### src/rtl/core_sequencer_pkg.sv
// Shared definitions for the core sequencer slice.
// Holds the 5-bit major opcode values returned by the instruction decoder,
// register address and instruction-format types, the sequencer state enum,
// the NOP constant used to initialise the instruction register, and small
// helpers for legal-opcode checks and branch offset extension.
package core_sequencer_pkg;

  // Major opcode is instr[6:2]; instr[1:0] must be 2'b11 for 32-bit encodings
  typedef enum logic [4:0] {
    OPC_LOAD   = 5'b00000,
    OPC_OP_IMM = 5'b00100,
    OPC_STORE  = 5'b01000,
    OPC_OP     = 5'b01100,
    OPC_LUI    = 5'b01101,
    OPC_BRANCH = 5'b11000
  } OpCode;

  typedef logic [4:0] RegAddr;

  typedef struct packed {
    logic [6:0] funct7;
    RegAddr     rs2;
    RegAddr     rs1;
    logic [2:0] funct3;
    RegAddr     rd;
    logic [6:0] opcode;
  } RTypeInstr;

  typedef struct packed {
    logic [11:0] imm;
    RegAddr      rs1;
    logic [2:0]  funct3;
    RegAddr      rd;
    logic [6:0]  opcode;
  } ITypeInstr;

  typedef enum logic [2:0] {
    ST_FETCH  = 3'd0,
    ST_DECODE = 3'd1,
    ST_EXEC   = 3'd2,
    ST_MEM    = 3'd3,
    ST_WB     = 3'd4,
    ST_TRAP   = 3'd5
  } SeqState;

  // ADDI x0,x0,0
  localparam logic [31:0] NOP_INSTR = 32'h0000_0013;

  localparam logic [1:0] QUADRANT_32BIT = 2'b11;

  function automatic logic isLegalOp(input logic [4:0] op);
    case (op)
      OPC_LOAD, OPC_STORE, OPC_BRANCH, OPC_OP_IMM, OPC_OP, OPC_LUI: isLegalOp = 1'b1;
      default: isLegalOp = 1'b0;
    endcase
  endfunction

  function automatic logic usesImmediate(input OpCode op);
    usesImmediate = (op == OPC_OP_IMM) || (op == OPC_LOAD) ||
                    (op == OPC_STORE)  || (op == OPC_LUI);
  endfunction

  // Branch offsets are in half-words: append a zero and sign-extend to 32 bits
  function automatic logic [31:0] branchOffset(input logic [11:0] off);
    branchOffset = {{19{off[11]}}, off, 1'b0};
  endfunction

endpackage

### src/rtl/core_sequencer_pc_unit.sv
// Program counter unit for the core sequencer.
// Ports:
//   clk, rst_n      clock and asynchronous active-low reset
//   i_advance       pc <= pc + 4 at the next rising edge
//   i_branch        pc <= pc + sext({i_jumpOffset,1'b0}); wins over i_advance
//   i_jumpOffset    signed half-word branch offset
//   o_pc            current program counter (wraps modulo 2^32)
module core_sequencer_pc_unit
  import core_sequencer_pkg::*;
#(
  parameter logic [31:0] RESET_PC = 32'h0000_0000
) (
  input  logic        clk,
  input  logic        rst_n,
  input  logic        i_advance,
  input  logic        i_branch,
  input  logic [11:0] i_jumpOffset,
  output logic [31:0] o_pc
);

  logic [31:0] r_pc;
  logic [31:0] w_pcPlus4;
  logic [31:0] w_pcBranch;

  assign w_pcPlus4  = r_pc + 32'd4;
  assign w_pcBranch = r_pc + branchOffset(i_jumpOffset);

  always_ff @(posedge clk or negedge rst_n) begin
    if (!rst_n) begin
      r_pc <= RESET_PC;
    end else if (i_branch) begin
      r_pc <= w_pcBranch;
    end else if (i_advance) begin
      r_pc <= w_pcPlus4;
    end
  end

  assign o_pc = r_pc;

endmodule

### src/rtl/core_sequencer.sv
// Multi-cycle instruction sequencer: FETCH -> DECODE -> EXEC -> (MEM) -> (WB).
// Ports:
//   clk, rst_n                       clock, asynchronous active-low reset
//   imem_req/imem_ack/imem_rdata     instruction fetch handshake at address pc
//   instr                            instruction register to the external decoder
//   op_code, jump_offset             decoder results for instr
//   branch_taken                     ALU compare result, sampled in EXEC
//   pc                               current program counter
//   alu_src_imm                      ALU operand B is the immediate (EXEC only)
//   dmem_req/dmem_we/dmem_ack        data memory handshake
//   reg_we                           one-cycle register file write strobe
//   illegal                          illegal-instruction flag (held until reset)
//   instret                          retired-instruction counter
module core_sequencer #(
  parameter logic [31:0] RESET_PC  = 32'h0000_0000,
  parameter logic [31:0] NOP_INSTR = core_sequencer_pkg::NOP_INSTR
) (
  input  logic        clk,
  input  logic        rst_n,
  output logic        imem_req,
  input  logic        imem_ack,
  input  logic [31:0] imem_rdata,
  output logic [31:0] instr,
  input  logic [4:0]  op_code,
  input  logic [11:0] jump_offset,
  input  logic        branch_taken,
  output logic [31:0] pc,
  output logic        alu_src_imm,
  output logic        dmem_req,
  output logic        dmem_we,
  input  logic        dmem_ack,
  output logic        reg_we,
  output logic        illegal,
  output logic [31:0] instret
);
  import core_sequencer_pkg::*;

  SeqState     r_state;
  SeqState     w_nextState;
  logic [31:0] r_instr;
  OpCode       r_opcode;
  logic [31:0] r_instret;
  logic        w_pcAdvance;
  logic        w_pcBranch;
  logic        w_retire;

  always_ff @(posedge clk or negedge rst_n) begin
    if (!rst_n) begin
      r_state <= ST_FETCH;
    end else begin
      r_state <= w_nextState;
    end
  end

  // The legality check uses the latched word, which still holds the fetched
  // instruction during DECODE, plus the decoder's view of it.
  always_comb begin
    w_nextState = r_state;
    case (r_state)
      ST_FETCH:  if (imem_ack) w_nextState = ST_DECODE;
      ST_DECODE: begin
        if ((r_instr[1:0] == QUADRANT_32BIT) && isLegalOp(op_code)) begin
          w_nextState = ST_EXEC;
        end else begin
          w_nextState = ST_TRAP;
        end
      end
      ST_EXEC: begin
        case (r_opcode)
          OPC_LOAD, OPC_STORE: w_nextState = ST_MEM;
          OPC_BRANCH:          w_nextState = ST_FETCH;
          default:             w_nextState = ST_WB;
        endcase
      end
      ST_MEM: begin
        if (dmem_ack) begin
          w_nextState = (r_opcode == OPC_STORE) ? ST_FETCH : ST_WB;
        end
      end
      ST_WB:   w_nextState = ST_FETCH;
      ST_TRAP: w_nextState = ST_TRAP;
      default: w_nextState = ST_FETCH;
    endcase
  end

  // Outputs are gated by rst_n so that asserting reset clears every request
  // and strobe immediately, without waiting for a clock edge.
  always_comb begin
    imem_req    = 1'b0;
    dmem_req    = 1'b0;
    dmem_we     = 1'b0;
    reg_we      = 1'b0;
    alu_src_imm = 1'b0;
    illegal     = 1'b0;
    w_pcAdvance = 1'b0;
    w_pcBranch  = 1'b0;
    w_retire    = 1'b0;
    if (rst_n) begin
      case (r_state)
        ST_FETCH: imem_req = 1'b1;
        ST_EXEC: begin
          alu_src_imm = usesImmediate(r_opcode);
          if (r_opcode == OPC_BRANCH) begin
            w_pcBranch  = branch_taken;
            w_pcAdvance = !branch_taken;
          end
        end
        ST_MEM: begin
          dmem_req    = 1'b1;
          dmem_we     = (r_opcode == OPC_STORE);
          w_pcAdvance = dmem_ack && (r_opcode == OPC_STORE);
        end
        ST_WB: begin
          reg_we      = 1'b1;
          w_pcAdvance = 1'b1;
        end
        ST_TRAP: illegal = 1'b1;
        default: ;
      endcase
      w_retire = (w_nextState == ST_FETCH) &&
                 ((r_state == ST_EXEC) || (r_state == ST_MEM) || (r_state == ST_WB));
    end
  end

  // Instruction word is captured on the fetch acknowledge; the decoder's
  // opcode is latched in DECODE so later states do not depend on it.
  always_ff @(posedge clk or negedge rst_n) begin
    if (!rst_n) begin
      r_instr  <= NOP_INSTR;
      r_opcode <= OPC_OP_IMM;
    end else begin
      if ((r_state == ST_FETCH) && imem_ack) begin
        r_instr <= imem_rdata;
      end
      if (r_state == ST_DECODE) begin
        r_opcode <= OpCode'(op_code);
      end
    end
  end

  always_ff @(posedge clk or negedge rst_n) begin
    if (!rst_n) begin
      r_instret <= 32'd0;
    end else if (w_retire) begin
      r_instret <= r_instret + 32'd1;
    end
  end

  core_sequencer_pc_unit #(
    .RESET_PC(RESET_PC)
  ) u_pcUnit (
    .clk          (clk),
    .rst_n        (rst_n),
    .i_advance    (w_pcAdvance),
    .i_branch     (w_pcBranch),
    .i_jumpOffset (jump_offset),
    .o_pc         (pc)
  );

  assign instr   = r_instr;
  assign instret = r_instret;

endmodule

### config.mk
export PLATFORM = sky130hd
export DESIGN_NAME = core_sequencer
export DESIGN_NICKNAME = d
export VERILOG_FILES = /design/src/rtl/core_sequencer_pkg.sv /design/src/rtl/core_sequencer_pc_unit.sv /design/src/rtl/core_sequencer.sv
export SDC_FILE = /design/constraint.sdc
export NUM_CORES = 1
export LEC_CHECK = 0
export ABC_CLOCK_PERIOD_IN_PS = 6050
export BUFFER_PORTS_ARGS = -buffer_cell sky130_fd_sc_hd__buf_4
export CAP_MARGIN = 30
export CORE_AREA = 2 2 90 135
export DETAILED_ROUTE_END_ITERATION = 8
export DIE_AREA = 0 0 92 137
export HOLD_SLACK_MARGIN = 0.12
export PLACE_DENSITY_LB_ADDON = 0.08
export SLEW_MARGIN = 20
export SYNTH_ARGS = -nofsm -noshare
export SYNTH_HDL_FRONTEND = slang
export SYNTH_HIERARCHICAL = 1
export SYNTH_SLANG_ARGS = --single-unit
### constraint.sdc
create_clock -name clk -period 6.05 [get_ports clk]
set_input_delay 0.605 -clock clk [delete_from_list [all_inputs] [get_ports clk]]
set_output_delay 0.605 -clock clk [all_outputs]
set_load 0.01 [all_outputs]
**Word-level counts from Yosys, hierarchy flattened**

Cells that the tools add are included.

- Input bits: 54
- Logic and storage cells: 69
- Register bits: 104

- Equality and inequality tests: 15
- $add $sub $neg: 3
- Reductions and logical operators: 17
- Muxes and demuxes: 29

Operators by type and width:

| kind | number |
|---|---|
| 32-bit two-way mux | 2 |
| 32-bit by 1-bit adder with 32-bit output (second input constant) | 1 |
| 32-bit by 3-bit adder with 32-bit output (second input constant) | 1 |
| 32-bit adder | 1 |
| 5-bit by 4-bit equality test with 1-bit output (second input constant) | 5 |
| 1-bit two-way mux | 20 |
| 3-bit case mux with 5 select lines | 1 |
| 3-bit two-way mux | 4 |
| 5-bit by 3-bit equality test with 1-bit output (second input constant) | 2 |
| 5-bit equality test (second input constant) | 2 |
| 5-bit zero test | 2 |
| 3-bit by 2-bit equality test with 1-bit output (second input constant) | 2 |
| 3-bit equality test (second input constant) | 2 |
| 3-bit zero test | 2 |
| 3-bit case mux with 2 select lines | 1 |
| 6-bit OR reduction | 1 |
| 1-bit logical OR | 5 |
| 1-bit logical AND | 4 |
| 3-bit by 1-bit equality test with 1-bit output (second input constant) | 1 |
| 1-bit case mux with 3 select lines | 1 |
| 2-bit equality test (second input constant) | 1 |
| 2-bit nonzero test | 1 |
| 2-bit OR reduction | 1 |
| 1-bit zero test | 1 |

**Longest topological paths before layout**

- Word-level depth: 10
- Depth in mapped cells: 15

**Modules after synthesis**

The synthesis kept the hierarchy.

Modules (own cells, without submodules):

| module | area an instance (µm²) | cells each | times used |
|---|---|---|---|
| core_sequencer_pc_unit | 3363.2 | 406 | 1 |
| core_sequencer | 3275.6 | 271 | 1 |

**Least setup slack after synthesis**

OpenSTA, ideal clock, no wires.

- Path type: input port to flip-flop
- Start: input jump_offset[0]
- End: register u_pcUnit.r_pc[29], in the netlist u_pcUnit/o_pc[29]
- Slack: 3.369 ns
- Stages on the path: 11
- Arrival time: 2.557 ns
- Path through: ha_1 > inv_1 > fa_1 > nand2b_1 > a21oi_2 > o211ai_1 > o311ai_2 > a21oi_2 > o41ai_2 > a31o_2 > a21oi_1

- Cells in the longest elaborated chain, start to end: 2

RTL lines:

| item | line | text |
|---|---|---|
| start, declared | core_sequencer.sv:25 | `input logic [11:0] jump_offset,` |
| 32-bit adder | core_sequencer_pc_unit.sv:26 | `assign w_pcBranch = r_pc + branchOffset(i_jumpOffset);` |
| 32-bit two-way mux | core_sequencer_pc_unit.sv:31 | `end else if (i_branch) begin` |
| end signal, assigned | core_sequencer_pc_unit.sv:32 | `r_pc <= w_pcBranch;` |
| end signal, assigned | core_sequencer_pc_unit.sv:34 | `r_pc <= w_pcPlus4;` |
| end, declared | core_sequencer_pc_unit.sv:21 | `logic [31:0] r_pc;` |

No other way between the ends.
A chain may end at the register's enable or synchronous reset.

**Worst setup path after layout**

- Start: register r_state[1]
- End: register u_pcUnit.r_pc[24], in the netlist u_pcUnit/o_pc[24]

- Cells in the longest elaborated chain, start to end: 4

RTL lines:

| item | line | text |
|---|---|---|
| start, declared | core_sequencer.sv:38 | `SeqState r_state;` |
| start signal, assigned | core_sequencer.sv:51 | `r_state <= w_nextState;` |
| 3-bit equality test / 3-bit by 2-bit equality test with 1-bit output (equally long branches) | core_sequencer.sv:99 | `case (r_state)` |
| 1-bit case mux with 3 select lines * | core_sequencer.sv:99 |  |
| 1-bit two-way mux * | core_sequencer.sv:98 | `if (rst_n) begin` |
| net w_pcAdvance | core_sequencer.sv:43 | `logic w_pcAdvance;` |
| 2-bit nonzero test (no line) * | - |  |

The timed path passes the listed nets; every way through them passes the cells marked *.

==> results by group <==
Worst setup path
  • Reg2reg path depth: 11
  • CP endpoint kind: flop
  • Critical setup path kind: reg2reg
  • Data required time at the worst endpoint: 6.25 ns
  • Startpoint types: flop
  • Worst Path Arrival: about 3.4 ns
  • Worst-path maximum fanout: 11

Route
  • Wire per inst: 17.8 um
  • Via-per-instance ratio: between 5 and 6
  • Wirelength, routed: 17400 um
  • Iter 0 DRT Violations: about 270
  • Met2 wire length: 9430 um
  • Met3 WL: 752 um
  • Vias post-DR: 5819
  • Total iterations of the first detailed-routing run: 5
  • Detailed-route wire length on metal 1: around 6500 um
  • DRT antenna net count: 0
  • Uppermost signal routing layer after detailed routing: met4
  • Residual DRC count: 0

Power
  • Total Power Consumption: around 2.8 mW
  • Leakage power of the design: about 3.8 nW
  • VDD IR max: 0.299 mV
  • P per Cell Area: 345 nW/um^2

Clocking
  • TritonCTS clock tree: done
  • # hold bufs at CTS: 0
  • H-tree levels: 3
  • Clock latency of the later-clocked register in the worst-skew pair: 0.35 ns
  • Master cell of the clock root buffer: sky130_fd_sc_hd__clkbuf_16
  • Post-CTS setup buffer count: 0
  • Num CTS Buffers: 9
  • # resized after CTS: 0
  • Clock transition time at the flip-flop clock pins of the worst setup and hold paths: about 0.07 ns
  • Maximum count of clock buffers along a single path: 2
  • Number of clock sinks: 103

Die
  • Cell row count: 48
  • Die Width: just over 90 um
  • I/O pin count: between 150 and 200
  • Die boundary height: 137 um
  • Initial cell density of the core: 58.2%
  • Area enclosed by the die boundary: 12600 um^2
  • Area inside the core boundary: 11400 um^2

STA
  • Part of the cycle the worst path needs: a little over half
  • Period minus WS final: around 3.2 ns
  • Final Hold Fails: 0
  • Slew at the pin closest to its max-slew limit: approximately 0.87 ns
  • Worst max-slew margin expressed relative to the limit: a little over two fifths
  • Total negative slack: 0 ns
  • # setup viols final: 0
  • Max Freq: 0.312 GHz
  • RSZ-0062 raised after global routing: no
  • Largest clock skew in the final design: slightly below 0.009 ns
  • Number of max-slew violations in the final report: 0

Logic synthesis
  • Largest area contributor in the netlist: sky130_fd_sc_hd__dfrtp_1
  • Post-Synth XOR/XNOR Area: 11.6%
  • Sequential element share of the synthesized area: 38.9%
  • Post-synthesis simple-gate area fraction: 20.1%
  • Cells after synthesis: approximately 680
  • Share of Yosys cell area claimed by the top area cell type: 37.3%
  • Complex-gate fraction of the synthesized area: 12.6%
  • Top FF cell, synth: sky130_fd_sc_hd__dfrtp_1
  • Number of enable flip-flop cells after synthesis: 0
  • Net count after synthesis: between 700 and 800
  • Number of distinct standard cells referenced by the synthesized netlist: 75
  • Netlist Area Pre-Place: about 6600 um^2
  • Number of warnings reported in the yosys synthesis log: 6
  • Most numerous cell types in the synthesized netlist: 99 x sky130_fd_sc_hd__dfrtp_1, 65 x sky130_fd_sc_hd__nand2_1, 57 x sky130_fd_sc_hd__xnor2_1, 49 x sky130_fd_sc_hd__nor2_1, 40 x sky130_fd_sc_hd__a21oi_1
  • Most area-consuming cells after synthesis: sky130_fd_sc_hd__dfrtp_1 37%, sky130_fd_sc_hd__xnor2_1 7.5%, sky130_fd_sc_hd__mux2_2 6.6%
  • Combinational family with the most area after synthesis: simple AND/OR/NAND/NOR gates
  • Number of storage elements in the synthesis netlist: 103
  • Multiplexer area fraction after synthesis: under 10%
  • Proportion of register bits with asynchronous set or reset after synthesis: 100%
  • Cell with the most instances after synthesis: sky130_fd_sc_hd__dfrtp_1
  • Post-Syn Area per Cell: 9.81 um^2
  • Arithmetic-cell share of the synthesized area counting full adders, half adders and majority gates: 6.33%

Global route
  • Maximum number of pins on one net before global-route repair: 75
  • Global-route wire length before repair: 28600 um
  • Via count of the first global-routing pass: just over 6000
  • Remaining global-route overflow: 0
  • Aggregate global-route resource usage: 28.3%
  • Initial antenna violation count: 0

Flow run
  • Maximum Capacitance Violations: 0

Cells and area
  • Area added between synthesis and finish: 22.7%
  • Non-filler instance count after layout: 978
  • Antenna cells: 0
  • Fraction of layout instances using a drive strength above 1: 29.0%
  • Net total in the final layout: 910

Placed design
  • Total instance count after detailed placement: 961
  • Last weighted congestion value of the routability-driven placer: 0.922
  • I/O Buffers: 154
  • Total half-perimeter wirelength after legalization and detailed placement: 13100 um

Run status
  • Status: completed

Min path
  • Hold Path Class: in2async
==> layout make-up <==
class                   count  area, um^2
multi-input cells         544        3870
fillers                   920        3260
flip-flops and latches    103        2580
repair buffers            158        1200
clock buffers              10         229
well taps                 150         188
clock inverters             6        52.6
inverters                   7        26.3
==> where the power goes <==
group          switching, mW  internal, mW  total, mW
logic                  0.569         0.590       1.16
registers              0.205         0.884       1.09
clock network          0.278         0.286      0.564
==> cells by family after synthesis <==
group                    count (synthesis)
AND/OR/NAND/NOR                        253
adder cells (fa/ha/maj)                 33
XOR/XNOR                                87
multiplexers                            44
AO/OA/AOI/OAI                          126
flip-flops                             103
other                                    1
buffers and inverters                   30
==> stage by stage <==
| step | cell area, um^2 | hold WS (ns) | setup slack [ns] | utilization, % |
|---|---|---|---|---|
| final | 8150 | 0.215 | 2.84 | 71.4 |
| after CTS | 8130 | 0.218 | 2.86 | 71.2 |
| after detailed placement | 7850 | 0.470 | 2.83 | 68.8 |
| after global routing | 8150 | 0.236 | 2.50 | 71.4 |
| after global placement | 7850 | 0.463 | 2.97 | 68.8 |
| after floorplan | 6640 | 0.309 | 3.37 | - |
==> sequential cells by signal, summed over array words and instances, names as in the netlist <==
register and count:
u_pcUnit/o_pc 31, instr 32, r_state 3, instret 32, r_opcode 5
==> critical path, cell delays in order (launching register included) <==
cell	delay (ns)
sky130_fd_sc_hd__dfrtp_1	0.58
sky130_fd_sc_hd__nor2b_1	0.36
sky130_fd_sc_hd__a31oi_1	0.13
sky130_fd_sc_hd__nor2b_1	0.57
sky130_fd_sc_hd__nand2_1	0.19
sky130_fd_sc_hd__nor2_1	0.25
sky130_fd_sc_hd__nand2b_1	0.25
sky130_fd_sc_hd__nor2_1	0.28
sky130_fd_sc_hd__nand3_1	0.13
sky130_fd_sc_hd__xnor2_1	0.15
sky130_fd_sc_hd__nand2_1	0.07
sky130_fd_sc_hd__o21ai_0	0.11
==> worst paths after layout <==
check / slack, ns / startpoint / to
setup / recovery: 2.84 / r_state[1] / u_pcUnit/o_pc[24]
hold / removal: 0.21 / rst_n / u_pcUnit/o_pc[23]
setup reg to reg: 2.84 / r_state[1] / u_pcUnit/o_pc[24]
hold reg to reg: 0.48 / u_pcUnit/o_pc[31] / u_pcUnit/o_pc[31]
max in group asynchronous: 4.72 / rst_n / r_opcode[2]
min in group clk: 0.48 / u_pcUnit/o_pc[31] / u_pcUnit/o_pc[31]
==> placed cells by master (no fill, tap or decap), types with 3 or more instances in the layout <==
master and n:
sky130_fd_sc_hd__xnor2_1 57, sky130_fd_sc_hd__o21bai_1 5, sky130_fd_sc_hd__o211ai_1 4, sky130_fd_sc_hd__nor3_1 7, sky130_fd_sc_hd__nand4_1 28, sky130_fd_sc_hd__a21oi_1 40
sky130_fd_sc_hd__nor4_1 6, sky130_fd_sc_hd__buf_4 157, sky130_fd_sc_hd__nand2b_1 5, sky130_fd_sc_hd__dfrtp_1 99, sky130_fd_sc_hd__mux2_2 39, sky130_fd_sc_hd__and2_1 9
sky130_fd_sc_hd__nor2_1 49, sky130_fd_sc_hd__and4_1 7, sky130_fd_sc_hd__inv_1 6, sky130_fd_sc_hd__xor2_1 29, sky130_fd_sc_hd__a21o_1 9, sky130_fd_sc_hd__a211oi_1 3
sky130_fd_sc_hd__clkbuf_16 9, sky130_fd_sc_hd__a221oi_2 3, sky130_fd_sc_hd__o21ai_1 3, sky130_fd_sc_hd__dfstp_2 4, sky130_fd_sc_hd__o21ai_0 27, sky130_fd_sc_hd__a31oi_1 4
sky130_fd_sc_hd__nor2b_1 10, sky130_fd_sc_hd__and3_1 16, sky130_fd_sc_hd__mux2i_1 5, sky130_fd_sc_hd__nand3_1 30, sky130_fd_sc_hd__nand2_1 65, sky130_fd_sc_hd__ha_1 32
sky130_fd_sc_hd__o21a_1 6, sky130_fd_sc_hd__a41oi_1 3
==> per-layer routing <==
metal | up-vias | GRT usage (%)
met5 | - | 0
met2 | 174 | 53.5
met3 | 53 | 4.57
li1 | 2743 | -
met1 | 2849 | 29.8
met4 | 0 | 14.8
Power figures use the tool's default switching activity.
